[config.mk]
export PLATFORM = sky130hd
export DESIGN_NAME = sevenseg_scanner
export DESIGN_NICKNAME = d
export VERILOG_FILES = /design/src/rtl/sevenseg_pkg.sv /design/src/rtl/sevenseg_scanner_hex7seg.sv /design/src/rtl/sevenseg_scanner.sv
export SDC_FILE = /design/constraint.sdc
export NUM_CORES = 1
export LEC_CHECK = 0
export CAP_MARGIN = 20
export CORE_MARGIN = 8
export CORE_UTILIZATION = 39
export DETAILED_ROUTE_END_ITERATION = 10
export HOLD_SLACK_MARGIN = 0.02
export PLACE_DENSITY_LB_ADDON = 0.2
export SYNTH_ARGS = -nofsm -noshare
export SYNTH_HDL_FRONTEND = slang
export SYNTH_SLANG_ARGS = --single-unit
[constraint.sdc]
create_clock -name CLK -period 3.13 [get_ports CLK]
set_input_delay 0.939 -clock CLK [delete_from_list [all_inputs] [get_ports CLK]]
set_output_delay 0.939 -clock CLK [all_outputs]
set_load 0.02 [all_outputs]
[src/rtl/sevenseg_pkg.sv]
// Shared types and constants for the 7-segment scanner: FSM state encoding
// and the active-low hex segment table, bit order {G,F,E,D,C,B,A}.
package sevenseg_pkg;

  typedef enum logic [1:0] {
    ST_IDLE  = 2'd0,
    ST_BLANK = 2'd1,
    ST_DRIVE = 2'd2
  } state_e;

  // All cathodes released (segment dark).
  localparam logic [6:0] SEG_OFF = 7'h7F;

  // Entry i is the active-low pattern for hex value i.
  localparam logic [15:0][6:0] SEG_TABLE = {
    7'h0E, 7'h06, 7'h21, 7'h46,  // F E D C
    7'h03, 7'h08, 7'h10, 7'h00,  // B A 9 8
    7'h78, 7'h02, 7'h12, 7'h19,  // 7 6 5 4
    7'h30, 7'h24, 7'h79, 7'h40   // 3 2 1 0
  };

  function automatic logic [6:0] seg_lookup(input logic [3:0] val);
    return SEG_TABLE[val];
  endfunction

endpackage

[src/rtl/sevenseg_scanner_hex7seg.sv]
// Combinational hex-to-segment decoder, active-low outputs.
module hex7seg_decoder
  import sevenseg_pkg::*;
(
  input  logic [3:0] hex,
  output logic [6:0] seg_n
);

  // Pure table lookup; no state.
  always_comb begin
    seg_n = seg_lookup(hex);
  end

endmodule

[src/rtl/sevenseg_scanner.sv]
// Time-multiplexed driver for an N-digit common-anode 7-segment display.
// Each digit slot is BLANK (all anodes off, suppresses ghosting) followed by
// DRIVE. Writes land in a shadow register and are committed to the displayed
// value only at the frame boundary, so a frame never mixes old and new data.
module sevenseg_scanner
  import sevenseg_pkg::*;
#(
  parameter int NDIGITS  = 8,
  parameter int PRESCALE = 100000,
  parameter int DEADTIME = 500
) (
  input  logic                   CLK,
  input  logic                   RST,
  input  logic                   ENABLE,
  input  logic [4*NDIGITS-1:0]   DIN,
  input  logic                   DIN_WE,
  input  logic [NDIGITS-1:0]     DP_EN,
  input  logic                   BLANK_LZ,
  output logic [NDIGITS-1:0]     AN,
  output logic [6:0]             SEG,
  output logic                   DP,
  output logic                   FRAME_DONE,
  output logic                   PENDING
);

  localparam int CNT_W = $clog2(PRESCALE);
  localparam int DIG_W = (NDIGITS > 1) ? $clog2(NDIGITS) : 1;

  localparam logic [CNT_W-1:0] DEAD_LAST = CNT_W'(DEADTIME - 1);
  localparam logic [CNT_W-1:0] PRE_LAST  = CNT_W'(PRESCALE - 1);
  localparam logic [DIG_W-1:0] DIG_LAST  = DIG_W'(NDIGITS - 1);

  // Scan state
  state_e               state_q, state_d;
  logic [CNT_W-1:0]     cnt_q, cnt_d;
  logic [DIG_W-1:0]     digit_q, digit_d;

  // Data path
  logic [4*NDIGITS-1:0] shadow_q, shadow_d;
  logic [4*NDIGITS-1:0] display_q, display_d;
  logic                 pending_q, pending_d;

  // Registered pins
  logic [NDIGITS-1:0]   an_q, an_d;
  logic [6:0]           seg_q, seg_d;
  logic                 dp_q, dp_d;
  logic                 frame_done_q, frame_done_d;

  logic                 boundary;
  logic                 commit_ok;
  logic [3:0]           cur_nib;
  logic [6:0]           dec_seg;
  logic [NDIGITS-1:0]   upper_zero;
  logic                 lz_blank;

  hex7seg_decoder u_dec (
    .hex   (cur_nib),
    .seg_n (dec_seg)
  );

  // Scan sequencing: slot counter, digit index and the frame-boundary strobe.
  always_comb begin
    state_d  = state_q;
    cnt_d    = cnt_q;
    digit_d  = digit_q;
    boundary = 1'b0;
    case (state_q)
      ST_IDLE: begin
        state_d = ST_BLANK;
        cnt_d   = '0;
        digit_d = '0;
      end
      ST_BLANK: begin
        cnt_d = cnt_q + 1'b1;
        if (cnt_q == DEAD_LAST) state_d = ST_DRIVE;
      end
      ST_DRIVE: begin
        if (cnt_q == PRE_LAST) begin
          state_d  = ST_BLANK;
          cnt_d    = '0;
          boundary = (digit_q == DIG_LAST);
          digit_d  = (digit_q == DIG_LAST) ? '0 : digit_q + 1'b1;
        end else begin
          cnt_d = cnt_q + 1'b1;
        end
      end
      default: state_d = ST_IDLE;
    endcase
    // Disable wins over everything and clears the scan position.
    if (!ENABLE) begin
      state_d  = ST_IDLE;
      cnt_d    = '0;
      digit_d  = '0;
      boundary = 1'b0;
    end
  end

  // Shadow/commit: writes commit at a frame boundary or whenever the scan is
  // idle (no frame to tear). A same-cycle write bypasses the shadow.
  always_comb begin
    shadow_d  = shadow_q;
    display_d = display_q;
    pending_d = pending_q;
    commit_ok = boundary || (state_q == ST_IDLE);
    if (commit_ok) begin
      if (DIN_WE) begin
        display_d = DIN;
        pending_d = 1'b0;
      end else if (pending_q) begin
        display_d = shadow_q;
        pending_d = 1'b0;
      end
    end else if (DIN_WE) begin
      shadow_d  = DIN;
      pending_d = 1'b1;
    end
  end

  // upper_zero[d]: display nibbles d..NDIGITS-1 are all zero.
  always_comb begin
    upper_zero = '0;
    upper_zero[NDIGITS-1] = (display_q[4*(NDIGITS-1) +: 4] == 4'h0);
    for (int d = NDIGITS - 2; d >= 0; d--) begin
      upper_zero[d] = upper_zero[d+1] && (display_q[4*d +: 4] == 4'h0);
    end
  end

  // Pin values for the current slot; digit 0 is never leading-zero blanked.
  always_comb begin
    cur_nib      = display_q[4*digit_q +: 4];
    lz_blank     = BLANK_LZ && (digit_q != '0) && upper_zero[digit_q];
    an_d         = '1;
    seg_d        = SEG_OFF;
    dp_d         = 1'b1;
    frame_done_d = boundary;
    if (state_q == ST_DRIVE) begin
      an_d  = ~(NDIGITS'(1) << digit_q);
      seg_d = lz_blank ? SEG_OFF : dec_seg;
      dp_d  = ~DP_EN[digit_q];
    end
  end

  // Single register bank for FSM, data path and output pins.
  always_ff @(posedge CLK) begin
    if (RST) begin
      state_q      <= ST_BLANK;
      cnt_q        <= '0;
      digit_q      <= '0;
      shadow_q     <= '0;
      display_q    <= '0;
      pending_q    <= 1'b0;
      an_q         <= '1;
      seg_q        <= SEG_OFF;
      dp_q         <= 1'b1;
      frame_done_q <= 1'b0;
    end else begin
      state_q      <= state_d;
      cnt_q        <= cnt_d;
      digit_q      <= digit_d;
      shadow_q     <= shadow_d;
      display_q    <= display_d;
      pending_q    <= pending_d;
      an_q         <= an_d;
      seg_q        <= seg_d;
      dp_q         <= dp_d;
      frame_done_q <= frame_done_d;
    end
  end

  assign AN         = an_q;
  assign SEG        = seg_q;
  assign DP         = dp_q;
  assign FRAME_DONE = frame_done_q;
  assign PENDING    = pending_q;

endmodule

==> summary.txt, run 1 <==
Timing
  • Rel. slew slack: 47.2%
  • Final Hold Viols: 0
  • RSZ-0062 raised after global routing: no
  • Slew @ Worst Pin: around 780 ps
  • Fin Setup TNS: 0 ps
  • F_max: between 300 and 400 MHz
  • Max Slew Vio Count: 0
  • Hold WS: 478 ps
  • Min Tclk post-route: 2580 ps
  • Final Setup Violations: 0
  • Final Skew: 7.78 ps
  • Final period utilization: approximately 82%

Synthesis
  • Cells after Synth: 591
  • Yosys warns: 0
  • Cell taking the most area after synthesis: dfxtp_1
  • Mapped Area: 0.00583 mm²
  • Sequential fraction of the synthesis area: 35.7%
  • EDFF count, synth: 0
  • Flop and latch count out of synthesis: ~100
  • Top_reg_cell synth: dfxtp_1
  • Post-Syn Nets: 654
  • Synth async-reset ratio: 0%
  • Synthesized area per cell: 9.87 µm²
  • Post-synth top area share: between 30 and 40%
  • Ranking of synthesized cells by area: dfxtp_1 (36%), mux2i_1 (11%), or2b_2 (6.9%), a211oi_2 (6.0%), ha_1 (3.9%)
  • Synth cell types: just over 60

Placement
  • PortBufs: 62
  • GP Congestion: 0.844
  • Hpwl dp: 9470 µm

Pwr
  • Cell area power density: 454 mW/mm²
  • Combinational power share: 14.2%
  • Internal: 2310 µW
  • Leakage: 0.00258 µW
  • Clock power frac: 39.3%
  • VDD IR max: 234 µV
  • Flop pwr share: roughly 47%
  • Psw: 774 µW
  • Switch share: 25.1%

Global routing
  • Largest net degree at the start of global routing: 65
  • Initial antenna violation count: 0
  • Vias in the first global route: 4,337
  • Grt total ovfl: 0
  • GRT Total Usage: ~14%
  • First-pass GRT wire length: approximately 23,000 µm

Layout
  • Synth-to-Final Area Change: 16.4%
  • Most frequent cells in the layout: dfxtp_1 (104), mux2i_1 (67), clkdlybuf4s50_1 (60), nand2_1 (52), nor2_1 (47)
  • Fraction of layout cells with a size suffix above 1: between 10% and 20%
  • Nets: 695
  • Antenna diodes: 0
  • Leading cell type in the layout, fill and taps excluded: dfxtp_1

Clock tree
  • CTS tree: yes
  • TritonCTS Sinks: about 100
  • Post-CTS Setup Inserts: 0
  • Hold_buf cts: 0
  • Post-CTS sizing: 0
  • H-tree depth: 3
  • Root buffer cell: clkbuf_16
  • Total CTS buffers: 9
  • Worst skew pair latency: 350 ps
  • CTS max path bufs: 2
  • Clock transition at path regs: 70 ps

Floorplanning
  • Die width: between 100 and 150 µm
  • Starting Density: between 30% and 40%
  • Io pins: 63
  • Row count: 44
  • Die area: approximately 0.019 mm²
  • Core Area: 0.0146 mm²
  • Die height: about 140 µm

Routing
  • First-pass DRT Iterations: 4
  • Post-route ant nets: 0
  • Drt total wl: 13,200 µm
  • Via count: about 4.3k
  • Drt via density: 5.26
  • Starting DRT DRC Count: 315
  • DR DRC count: 0
  • Wire length per cell: around 16 µm

Setup path
  • Nature of the critical path endpoint: flip-flop
  • Startpoint Class: flip-flop
  • R2R setup slack: 550 ps
  • CP Class: reg -> reg
  • Arrival time at the worst endpoint: about 2800 ps
  • Crit-path max FO: 7
  • Worst Path Required: 3320 ps

Flow run
  • MaxCap Viol Count: 0

Min path
  • Hold Crit Class: reg -> reg

Status
  • Status: completed
worst paths after layout:
kind / from / endpoint / cells past startpoint
max: cnt_q[0] / cnt_q[3] / 6
min: shadow_q[0] / shadow_q[0] / 2
max reg2reg: cnt_q[0] / cnt_q[3] / 6
min reg2reg: shadow_q[0] / shadow_q[0] / 2
sequential cells by signal (all words and copies together), names as in the netlist:
signal / cells
display_q: 32
SEG: 7
cnt_q: 17
AN: 8
FRAME_DONE: 1
PENDING: 1
DP: 1
digit_q: 3
state_q: 2
shadow_q: 32
power groups by stage:
stage	registers, µW	clock network [µW]	logic [µW]
4_1_cts	1430	1250	440
5_1_grt	1440	1300	482
3_3_place_gp	1460	0	425
6_report	1440	1210	437
2_1_floorplan	1450	0	335
3_5_place_dp	1460	0	437
metal layers:
layer	GRT usage (%)	vias up	share of wire, %	wire (µm)
li1	-	2180	-	-
met1	18.8	2056	50	6590
met2	22.1	79	45	5920
met3	3.87	7	4.6	608
met4	3.09	0	0.77	102
met5	0	-	0	0
cell type report:
class                           count  area (µm²)
Multi-Input combinational cell    430        3390
Fill cell                        1346        7800
Timing Repair Buffer               75         723
Sequential cell                   104        2080
Tap cell                          184         230
Inverter                           12        45.0
Clock inverter                      7        96.3
Clock buffer                        9         225
per-stage QoR:
step           utilization [%]  std cells  area, µm²  total power, µW  worst slack, ps
3_5_place_dp              44.3        805       6470             1900              358
5_1_grt                   46.5        821       6790             3230              299
2_1_floorplan                -        591       5830             1780              747
6_report                  46.5        821       6790             3080              553
3_3_place_gp              44.3        805       6470             1890              451
4_1_cts                   46.5        821       6790             3120              564
critical path, cell delays in order (launching register included):
cell and delay, ps:
dfxtp_1 430, ha_1 250, or4b_4 510, nor3_4 260, a21boi_2 90, o21ai_0 630, o21ai_0 230
cells by family (layout without fill, tap and decap cells):
| group | after synthesis | after routing | synth area share [%] |
|---|---|---|---|
| compound gates | 93 | 93 | 14.1 |
| simple gates | 238 | 238 | 24.2 |
| xor+xnor | 4 | 4 | 0.601 |
| mux | 77 | 77 | 15.4 |
| fa+ha+maj | 18 | 18 | 3.86 |
| buf+inv | 57 | 103 | 6.22 |
| flops | 104 | 104 | 35.7 |
synthesized netlist by cell type (all sizes together), types with 2 or more instances:
cell type,instances
or3,2
ha,18
nand3,12
o211ai,7
mux4,10
nor4,12
nor2b,10
inv,12
mux2i,67
nor3,8
o31a,2
nand2,52
o21a,2
o2111ai,3
a21oi,9
nor2,48
o221ai,10
xor2,2
o21ai,14
and4b,2
or2b,61
a211oi,33
dfxtp,104
buf,19
and2,6
xnor2,2
clkbuf,25
and3,3
nand2b,8
nand4,8
o211a,2
Note: power is estimated with default switching activity, not from simulation.
==> run 2, diff against run 1 <==
==> constraint.sdc (replaced) <==
create_clock -name CLK -period 2.2 [get_ports CLK]
set_input_delay 0.66 -clock CLK [delete_from_list [all_inputs] [get_ports CLK]]
set_output_delay 0.66 -clock CLK [all_outputs]
set_load 0.02 [all_outputs]
==> run 2 against run 1 <==
Register-to-register slack worse by 460 ps; clock skew is 0.65 ps higher; routed wire length is 4.9% higher; combinational power is 54% higher; design area is 4.2% higher; core utilization is 1.9 points higher; critical path depth is 1 higher; global-route usage is 0.37 points higher; fmax is 22% higher; final cell count is 3.3% higher; critical endpoint is now display_q[21]; largest power group unchanged.
==> summary.txt, run 2 (synthesis gave the netlist of run 1 again) <==
Status
  • Status: completed

Routing
  • First-pass DRT Iterations: 5 (+1)
  • Via count: 4,485 (+3.8%)
  • Drt total wl: 13,900 µm (+4.9%)
  • Starting DRT DRC Count: 300 (-4.8%)
  • DR DRC count: 0 (unchanged)
  • Post-route ant nets: 0 (unchanged)
  • Wire length per cell: 16.3 µm (+1.5%)
  • Drt via density: 5.29 (+0.47%)

Layout
  • Design area: 0.00707 mm² (+4.2%)
  • Antenna diodes: 0 (unchanged)
  • Final std cells w/o fill: 848 (+3.3%)
  • Most frequent cells in the layout: dfxtp_1 (103), mux2i_1 (65), clkdlybuf4s50_1 (60), nand2_1 (52), nor2_1 (47)
  • Fraction of layout cells with a size suffix above 1: 24.4% (+4.5 points)
  • Synth-to-Final Area Change: 21.3%
  • Top Registers: display_q x32, shadow_q x32, cnt_q x17
  • Nets: 723 (+4.0%)
  • Leading cell type in the layout, fill and taps excluded: dfxtp_1

Setup path
  • CP Class: reg -> reg
  • Crit-path max FO: 37 (+30)
  • Nature of the critical path endpoint: flip-flop
  • Arrival time at the worst endpoint: 2380 ps (-390 ps)
  • Worst Path Required: 2470 ps (-850 ps)
  • Startpoint Class: flip-flop
  • Worst reg2reg path depth: 7 (+1)

Floorplanning
  • Io pins: 63 (unchanged)
  • Die area: 0.0191 mm² (unchanged)
  • Die width: 138 µm (unchanged)
  • Row count: 44 (unchanged)
  • Core Area: 0.0146 mm² (unchanged)
  • Die height: 138 µm (unchanged)
  • Starting Density: 40.0% (unchanged)

Timing
  • Min Tclk post-route: 2100 ps (-473 ps)
  • Final Hold Viols: 0 (unchanged)
  • Hold WS: 479 ps (+1.29 ps)
  • F_max: 475 MHz (+22%)
  • Max Slew Vio Count: 0 (unchanged)
  • Slew @ Worst Pin: 524 ps (-260 ps)
  • Final Skew: 8.43 ps (+0.646 ps)
  • Rel. slew slack: 64.7% (+18 points)
  • Final period utilization: 95.6% (+13 points)
  • Final Setup Violations: 0 (unchanged)
  • Fin Setup TNS: 0 ps (unchanged)

Clock tree
  • H-tree depth: 3 (unchanged)
  • CTS tree: yes
  • Root buffer cell: clkbuf_16
  • Clock transition at path regs: 70 ps (about the same)
  • Worst skew pair latency: 360 ps (about the same)
  • CTS max path bufs: 2 (unchanged)
  • Total CTS buffers: 9 (unchanged)
  • Post-CTS Setup Inserts: 0 (unchanged)
  • TritonCTS Sinks: 104 (unchanged)

Placement
  • PortBufs: 62 (unchanged)
  • GP Congestion: 0.894 (+6.0%)
  • Hpwl dp: 10,200 µm (+7.7%)
  • Dpl cells: 833 (+3.5%)
  • Post-DP Area: 0.00675 mm² (+4.3%)

Pwr
  • Cell area power density: 600 mW/mm² (+32%)
  • Leakage: 0.00272 µW (+5.5%)
  • VDD IR max: 404 µV (+73%)
  • Total chip power: 4250 µW (+38%)

Global routing
  • Vias in the first global route: 4,502 (+3.8%)
  • GRT Total Usage: 14.5% (+0.37 points)
  • Grt total ovfl: 0 (unchanged)
  • Largest net degree at the start of global routing: 47 (-28%)
  • First-pass GRT wire length: 23,100 µm (+1.6%)
  • Initial antenna violation count: 0 (unchanged)

Flow run
  • MaxCap Viol Count: 0 (unchanged)

Min path
  • Hold Crit Class: reg -> reg
  • Min-Delay Path Depth: 2 (unchanged)
## run 2: changes by cell type in the layout (fill, tap and decap cells not counted), sizes merged
| cell | change |
|---|---|
| buf | +28 |
| bufinv | -2 |
| clkbuf | +2 |
| clkinv | -1 |
## run 2: per-layer routing
metal  vias to the layer above  share of wire (%)  track usage (%)
li1                       2237                  -                -
met1                      2134                 49             19.1
met2                       102                 45             22.4
met3                        12                4.7             4.28
met4                         0               0.95             3.66
met5                         -                  0                0
## run 2: per-stage QoR
| stage | util (%) | setup WS [ps] |
|---|---|---|
| 4_1_cts | 48.1 | 0.643 |
| 3_5_place_dp | 46.2 | -117 |
| 2_1_floorplan | - | 5.80 |
| 3_3_place_gp | 46.2 | -66.9 |
| 6_report | 48.5 | 96.0 |
| 5_1_grt | 48.5 | -2.35 |
## run 2: path summary, 6_finish.rpt
| check | start | endpoint | slack [ps] |
|---|---|---|---|
| hold / removal | shadow_q[1] | shadow_q[1] | 480 |
| setup / recovery | cnt_q[0] | display_q[21] | 100 |
| setup reg to reg | cnt_q[0] | display_q[21] | 100 |
| hold reg to reg | shadow_q[1] | shadow_q[1] | 480 |
## run 2: what timing repair did
item / CTS / global route
hold buffers: 0 / 0
setup endpoints to repair: 13 / 67
pin swaps: 0 / 2
resized for setup: 1 / 13
## run 2: report_power, final
part / leakage (µW) / internal, µW / total, µW / switching (µW)
clock: 0.000141 / 816 / 1530 / 715
combinational: 0.00173 / 349 / 674 / 325
sequential: 0.000850 / 1980 / 2040 / 68.2
## run 2: critical path, cell delays in order (launching register included)
cell,delay [ps]
dfxtp_1,340
ha_2,210
or4b_4,510
nor3_4,220
a31o_4,220
buf_12,210
nor2_1,90
a211oi_2,200
## run 2: final cells by class
type	instances	area, µm²
clock buffers	11	253
clock inverters	4	20.0
fillers	1354	7510
inverters	12	45.0
multi-input cells	430	3440
flip-flops and latches	104	2090
well taps	184	230
repair buffers	103	1000
==> run 3, diff against run 2 <==
--- a/config.mk
+++ b/config.mk
@@ -8,6 +8,7 @@
 export CAP_MARGIN = 20
 export CORE_MARGIN = 8
 export CORE_UTILIZATION = 39
+export CTS_CLUSTER_DIAMETER = 100
 export DETAILED_ROUTE_END_ITERATION = 10
 export HOLD_SLACK_MARGIN = 0.02
 export PLACE_DENSITY_LB_ADDON = 0.2
==> results of run 3 <==
Final layout, timing and power as in run 2 (identical DEF).
